<file path="src/rtl/sobel_batch_sequencer.sv">
// Frame sequencer for the SobelFilter p2p datapath: feeds source pixels in row batches,
// joins the r/g/b result channels into one 24-bit stream and holds each batch until it drains.
module sobel_batch_sequencer #(
  parameter int IMG_W          = 512,
  parameter int IMG_H          = 512,
  parameter int ROWS_PER_BATCH = 4,
  localparam int NUM_BATCHES   = (IMG_H + ROWS_PER_BATCH - 1) / ROWS_PER_BATCH,
  localparam int BIDX_W        = (NUM_BATCHES > 1) ? $clog2(NUM_BATCHES) : 1
) (
  input  logic              i_clk,
  input  logic              i_rst,
  input  logic              start,
  output logic              busy,
  output logic              done,
  input  logic              src_vld,
  output logic              src_busy,
  input  logic [23:0]       src_data,
  output logic              flt_rgb_vld,
  input  logic              flt_rgb_busy,
  output logic [23:0]       flt_rgb_data,
  input  logic              flt_r_vld,
  input  logic              flt_g_vld,
  input  logic              flt_b_vld,
  output logic              flt_r_busy,
  output logic              flt_g_busy,
  output logic              flt_b_busy,
  input  logic [7:0]        flt_r_data,
  input  logic [7:0]        flt_g_data,
  input  logic [7:0]        flt_b_data,
  output logic              out_vld,
  input  logic              out_busy,
  output logic [23:0]       out_data,
  output logic [BIDX_W-1:0] batch_idx
);

  localparam int CNT_W     = $clog2(IMG_W * ROWS_PER_BATCH + 1);
  localparam int LAST_ROWS = IMG_H - (NUM_BATCHES - 1) * ROWS_PER_BATCH;
  localparam logic [CNT_W-1:0]  FULL_BSIZE = CNT_W'(IMG_W * ROWS_PER_BATCH);
  localparam logic [CNT_W-1:0]  LAST_BSIZE = CNT_W'(IMG_W * LAST_ROWS);
  localparam logic [BIDX_W-1:0] LAST_IDX   = BIDX_W'(NUM_BATCHES - 1);

  typedef enum logic [1:0] {IDLE, FEED, WAIT, DONE} state_t;

  state_t           state, state_nxt;
  logic [CNT_W-1:0] in_cnt, out_cnt, in_cnt_nxt, out_cnt_nxt, bsize;
  logic             feed_en, collect, in_xfer, fire, last_batch, batch_adv;

  logic [2:0]       full, ch_vld, ch_busy, load;
  logic [2:0][7:0]  ch_data, hold;

  // Only the final batch can be short; every other batch is a full ROWS_PER_BATCH rows.
  assign last_batch = (batch_idx == LAST_IDX);
  assign bsize      = last_batch ? LAST_BSIZE : FULL_BSIZE;

  assign feed_en      = (state == FEED);
  assign collect      = (state == FEED) || (state == WAIT);
  assign flt_rgb_vld  = src_vld & feed_en;
  assign src_busy     = flt_rgb_busy | ~feed_en;
  assign flt_rgb_data = src_data;
  assign in_xfer      = flt_rgb_vld & ~flt_rgb_busy;

  assign ch_vld  = {flt_b_vld, flt_g_vld, flt_r_vld};
  assign ch_data = {flt_b_data, flt_g_data, flt_r_data};
  assign out_vld = &full;
  assign fire    = out_vld & ~out_busy;
  // A held byte frees its slot on the fire cycle itself, so the next byte can load at once.
  assign ch_busy = (full & {3{~fire}}) | {3{~collect}};
  assign load    = ch_vld & ~ch_busy;
  assign {flt_b_busy, flt_g_busy, flt_r_busy} = ch_busy;
  assign out_data = hold;

  assign in_cnt_nxt  = in_cnt + CNT_W'(in_xfer);
  assign out_cnt_nxt = out_cnt + CNT_W'(fire);
  assign busy        = (state != IDLE);
  assign done        = (state == DONE);

  // NOTE: every signal written here gets a default first, so no path leaves it unassigned
  // and no latch is inferred.
  always_comb begin
    state_nxt = state;
    batch_adv = 1'b0;
    case (state)
      IDLE: if (start) state_nxt = FEED;
      FEED: if (in_xfer && (in_cnt_nxt == bsize)) state_nxt = WAIT;
      WAIT: if (out_cnt_nxt == bsize) begin
        if (last_batch) begin
          state_nxt = DONE;
        end else begin
          state_nxt = FEED;
          batch_adv = 1'b1;
        end
      end
      DONE:    state_nxt = IDLE;
      default: state_nxt = IDLE;
    endcase
  end

  // NOTE: state is assigned with non-blocking <= so every register samples pre-edge values.
  always_ff @(posedge i_clk or negedge i_rst) begin
    if (!i_rst) begin
      state     <= IDLE;
      in_cnt    <= '0;
      out_cnt   <= '0;
      batch_idx <= '0;
    end else begin
      state <= state_nxt;
      if (state == IDLE) begin
        in_cnt    <= '0;
        out_cnt   <= '0;
        batch_idx <= '0;
      end else if (batch_adv) begin
        in_cnt    <= '0;
        out_cnt   <= '0;
        batch_idx <= batch_idx + BIDX_W'(1);
      end else begin
        in_cnt  <= in_cnt_nxt;
        out_cnt <= out_cnt_nxt;
      end
    end
  end

  always_ff @(posedge i_clk or negedge i_rst) begin
    if (!i_rst) full <= '0;
    else        full <= (full & {3{~fire}}) | load;
  end

  // NOTE: the byte registers are deliberately not reset; the full flags qualify them,
  // so their power-up contents are never observed.
  always_ff @(posedge i_clk) begin
    for (int c = 0; c < 3; c++) begin
      if (load[c]) hold[c] <= ch_data[c];
    end
  end

endmodule

</file>
<file path="config.mk">
export PLATFORM = sky130hd
export DESIGN_NAME = sobel_batch_sequencer
export DESIGN_NICKNAME = d
export VERILOG_FILES = /design/src/rtl/sobel_batch_sequencer.sv
export SDC_FILE = /design/constraint.sdc
export NUM_CORES = 1
export LEC_CHECK = 0
export CORE_ASPECT_RATIO = 0.75
export CORE_MARGIN = 2
export CORE_UTILIZATION = 45
export CTS_BUF_LIST = sky130_fd_sc_hd__clkbuf_2 sky130_fd_sc_hd__clkbuf_4 sky130_fd_sc_hd__clkbuf_8
export DETAILED_ROUTE_END_ITERATION = 8
export PLACE_DENSITY = 0.82
export SYNTH_ARGS = -nofsm -noshare
export SYNTH_HDL_FRONTEND = slang
export SYNTH_SLANG_ARGS = --single-unit
</file>
<file path="constraint.sdc">
create_clock -name i_clk -period 3.6 [get_ports i_clk]
set_clock_uncertainty 0.1 [all_clocks]
set_input_delay 0.54 -clock i_clk [delete_from_list [all_inputs] [get_ports i_clk]]
set_output_delay 0.54 -clock i_clk [all_outputs]
set_load 0.005 [all_outputs]
</file>
## Yosys cells after proc, flatten, opt, wreduce, memory -nomap -nowiden

Cells that the tools add are included.

| word-level totals | value |
|---|---|
| output and inout bits | 63 |
| flip-flop bits (word level) | 60 |
| logic and storage cells | 55 |

| cells by class | value |
|---|---|
| reduce and logical (&&, ||, !) cells | 7 |
| $add $sub $neg | 3 |
| bitwise gates (word level) | 14 |
| mux-type cells | 14 |
| equality and inequality tests | 9 |

Operator list:

| kind | count |
|---|---|
| $mux 12 | 4 |
| $add 12x1->12 | 2 |
| $eq 12x12->1 const B | 2 |
| $mux 7 | 2 |
| $mux 2 | 4 |
| $pmux 2 s4 | 1 |
| $add 7x1->7 const B | 1 |
| $eq 7x7->1 const B | 1 |
| $and 3x3->3 | 2 |
| $or 3x3->3 | 2 |
| $reduce_and 3->1 | 2 |
| $not 1->1 | 5 |
| $eq 2x2->1 const B | 2 |
| $ne 2x1->1 const B | 2 |
| $reduce_bool 2->1 | 2 |
| $and 1x1->1 | 3 |
| $mux 1 | 3 |
| $not 3->3 | 1 |
| $eq 2x1->1 const B | 1 |
| $logic_not 2->1 | 1 |
| $ne 2x2->1 const B | 1 |
| $logic_and 1x1->1 | 1 |
| $logic_or 1x1->1 | 1 |
| $or 1x1->1 | 1 |

## Depth between registers and ports, before layout

| depth | value |
|---|---|
| depth in word-level cells | 8 |
| depth in mapped cells | 14 |
| mapped depth without buffers | 12 |

## Least setup slack after synthesis

No wires, ideal clock.

| path | value |
|---|---|
| kind | reg2reg |
| start point | register full[2] |
| end point | register batch_idx[5] |
| required time | 3.422 ns |
| setup time | 0.078 ns |
| arrival | 3.003 ns |
| setup slack | 0.420 ns |
| cell stages (with the launch flop) | 13 |
| path buffers | 1 |
| cells stage by stage | dfrtp_1 and3_1 nand2b_1 inv_1 ha_1 ha_1 buf_2 a211o_2 o21ai_0 a41oi_1 or4_4 or4_1 a21oi_1 |

| between the ends | value |
|---|---|
| word-level cells in the longest chain between the ends | 7 |

Ends and longest elaborated chain:

| item | RTL line | source |
|---|---|---|
| start, declared | 48 | `logic [2:0] full, ch_vld, ch_busy, load;` |
| start signal, assigned | 124 | `else full <= (full & {3{~fire}}) \| load;` |
| $reduce_and 3->1 | 64 | `assign out_vld = &full;` |
| via out_vld | 30 | `output logic out_vld,` |
| $and 1x1->1 | 65 | `assign fire = out_vld & ~out_busy;` |
| $add 12x1->12 | 73 | `assign out_cnt_nxt = out_cnt + CNT_W'(fire);` |
| $eq 12x12->1 | 85 | `WAIT: if (out_cnt_nxt == bsize) begin` |
| $mux 1 | 85 |  |
| $mux 1 | 82 | `case (state)` |
| $reduce_bool 2->1 (no source line) | n/a |  |
| end signal, assigned | 114 | `batch_idx <= batch_idx + BIDX_W'(1);` |
| end, declared | 33 | `output logic [BIDX_W-1:0] batch_idx` |

The timed path passes the listed nets, and every way through them passes these cells.
A chain may end at the register's enable or synchronous reset.

## Worst setup path after layout

| path | value |
|---|---|
| start point | register state[1] |
| end point | register state[0] |

| between the ends | value |
|---|---|
| word-level cells in the longest chain between the ends | 8 |
| elaborated cells on any way between the ends | 14 |
| those cells by class | 1 x add/sub; 7 x eq/ne; 1 x mux; 2 x bitwise; 3 x reduce/logical |

Ends and longest elaborated chain:

| item | RTL line | source |
|---|---|---|
| start, declared | 44 | `state_t state, state_nxt;` |
| start signal, assigned | 106 | `state <= state_nxt;` |
| $eq 2x1->1 | 55, 82 |  |
| $and 1x1->1 | 57 | `assign flt_rgb_vld = src_vld & feed_en;` |
| $and 1x1->1 | 60 | `assign in_xfer = flt_rgb_vld & ~flt_rgb_busy;` |
| $add 12x1->12 | 72 | `assign in_cnt_nxt = in_cnt + CNT_W'(in_xfer);` |
| $eq 12x12->1 | 84 | `FEED: if (in_xfer && (in_cnt_nxt == bsize)) state_nxt = WAIT;` |
| $logic_and 1x1->1 | 84 |  |
| $ne 2x1->1 (no source line) | n/a |  |
| $reduce_and 3->1 (no source line) | n/a |  |

Several ways; a longest one is shown, not always the timed one.

==> metrics.txt <==
status complete, no violations; via-per-instance ratio 5.35; Clock Power Share 0.323; WP data required 3.77 ns; CTS tree yes; setup TNS 0 ns; #FFs+latches synth 60; most frequent cell on the critical path ha_1; CTS buffer count 9; Static Leak 1.64 nW; Setup CP Type register to register; via count 2321; clk buf depth 2; Synth area leader dfrtp_1; Yosys cell types 55; share of layout cells above drive strength 1 0.123; switching fraction of total power 0.290; CTS Hold Bufs 0; Worst slew margin 0.461; Clk Latency, worst-skew pair 0.35 ns; grt ovf 0; Comb power frac 0.192; total global-route track usage 0.191; largest net degree at the start of global routing 37; Period Utilization, post-route 0.911; clock root buffer clkbuf_8; Max Freq 0.305 GHz; flop-to-flop setup slack 0.32 ns; Die ar. 7620 um^2; PortBufs 71; first-pass GRT wire length 11200 um; CTS clock-pin slew for the worst setup and hold paths 0.07 ns; RePlAce Congestion 0.868; antenna fix cells 0; Slowest cell on crit path or4b_2; DRT Wirelength 6810 um; P_sw 0.548 mW; worst-path fanout max 5; DR pass1 iterations 4; io pins 120; Initial DRC Count 153; RSZ-0062 raised after global routing no; post-synthesis sequential area ratio 0.520; crit-path max cell delay 0.63 ns; path depth of the worst reg2reg path 12; synthesized cell area 3120 um^2; hpwl dp 4990 um; Crit path arrival time 3.45 ns; main area contributors after synthesis dfrtp_1 29%, edfxtp_1 23%, buf_4 6.3%, nor2_1 3.9%, ha_1 3.6%; DRT antenna net count 0; FP Rows 26; vias in the first global route 2303; crit end category register; Internal 1.34 mW; endpoints failing hold 0; total number of yosys warnings 0; critical-path cell list inv_1, ha_1, nand2_1, nor2_1, ha_1, ha_1, and4_1, or4b_2, a21o_1, a32oi_1, and3_1, mux2i_1; Chip Width 100 um; Seq. cell area 1620 um^2; # setup viols final 0; Routed WL per cell 15.7 um; commonest non-fill, non-tap cell in the layout clkdlybuf4s50_1; syn nets 352; total of max-cap violations 0; crit path launch type register; Hold Slack 0.182 ns; Power per Cell Area 477 nW/um^2; Slew Limit Fails 0; Starting Density 0.461; worst slew pin tran 0.809 ns; postcts setup bufs 0; min Tclk post-route 3.28 ns; kind of cell adding the most delay to the critical path simple AND/OR/NAND/NOR gates; syn_area_per_cell 10.9 um^2; initial antenna violation count 0; Fill cells 566; footprint of the multi-input gates 1190 um^2; Clock H-tree levels 3; clock sink total 60; peak supply drop 0.304 mV; Die Span Y 76.1 um; post-synth top area share 0.289; worst path buffer plus inverter count 1; ys flop type dfrtp_1; most frequent cells in the layout 70 x clkdlybuf4s50_1, 36 x dfrtp_1, 32 x nor2_1; Post-Synthesis Cells 286; Remaining DRCs 0; Core Box Area 6770 um^2; final net count 411; Flop pwr share 0.486; number of flops mapped to enable cells by yosys 24; Levels on crit path 12; Area growth syn-to-layout 27.0%; async set-reset flop share out of synthesis 0.600; Worst Hold Class primary input to async pin; post_cts resized 0
state kept, by name, indices dropped and copies added, names as in the netlist:
name       cells
out_data      24
in_cnt        12
out_cnt       12
batch_idx      7
full           3
state          2
cell usage after synthesis, types with 8 or more instances:
library cell / count
dfrtp_1: 36
and3_1: 9
xnor2_1: 12
inv_1: 8
ha_1: 9
a21oi_1: 13
edfxtp_1: 24
nand2_1: 24
buf_4: 26
nand3_1: 11
nor2_1: 32
xor2_1: 10
cell families (layout without fill, tap and decap cells):
kind of cell / after synthesis / after routing / synth area share
AOI/OAI and AO/OA: 39 / 39 / 0.0850
xor gates and xnor gates: 22 / 22 / 0.0618
adders and majority gates: 9 / 9 / 0.0361
buffers and inverters: 43 / 107 / 0.0971
DFF: 60 / 60 / 0.520
muxes: 3 / 3 / 0.0100
and+or+nand+nor: 110 / 110 / 0.190
through the flow:
step,cell area (um^2),utilization,setup slack (ns),power [mW],instances
3_5_place_dp,3760,0.556,0.0587,1.28,418
6_report,3960,0.585,0.320,1.89,434
5_1_grt,3960,0.585,0.107,1.99,434
2_1_floorplan,3120,-,0.420,1.17,286
4_1_cts,3960,0.585,0.313,1.91,434
3_3_place_gp,3760,0.556,0.142,1.27,418
area by class of cell:
cell class | instances | area share
clock buffer | 11 | 0.0351
clock inverter | 5 | 0.0158
inverter | 8 | 0.00758
sequential | 60 | 0.409
tap | 84 | 0.0265
multi-input combinational | 183 | 0.302
timing repair buffer | 83 | 0.204
path summary, 6_finish.rpt:
path	start	end
setup / recovery	state[1]	state[0]
hold / removal	i_rst	out_cnt[6]
setup reg to reg	state[1]	state[0]
hold reg to reg	full[2]	full[2]
max in group asynchronous	i_rst	batch_idx[6]
min in group i_clk	full[2]	full[2]
routing by layer:
layer | GRT usage | up-vias | part of all wire
li1 | - | 1112 | -
met1 | 0.242 | 1091 | 0.43
met2 | 0.276 | 96 | 0.45
met3 | 0.0936 | 22 | 0.088
met4 | 0.0849 | 0 | 0.029
met5 | 0 | - | 0
power groups by stage:
stage	registers [mW]	logic [mW]	clock network, mW
finish	0.918	0.362	0.610
global placement	0.924	0.345	0
global route	0.934	0.398	0.653
detailed placement	0.928	0.356	0
floorplan	0.864	0.309	0
CTS	0.915	0.363	0.632
(Power assumes the default switching activity.)
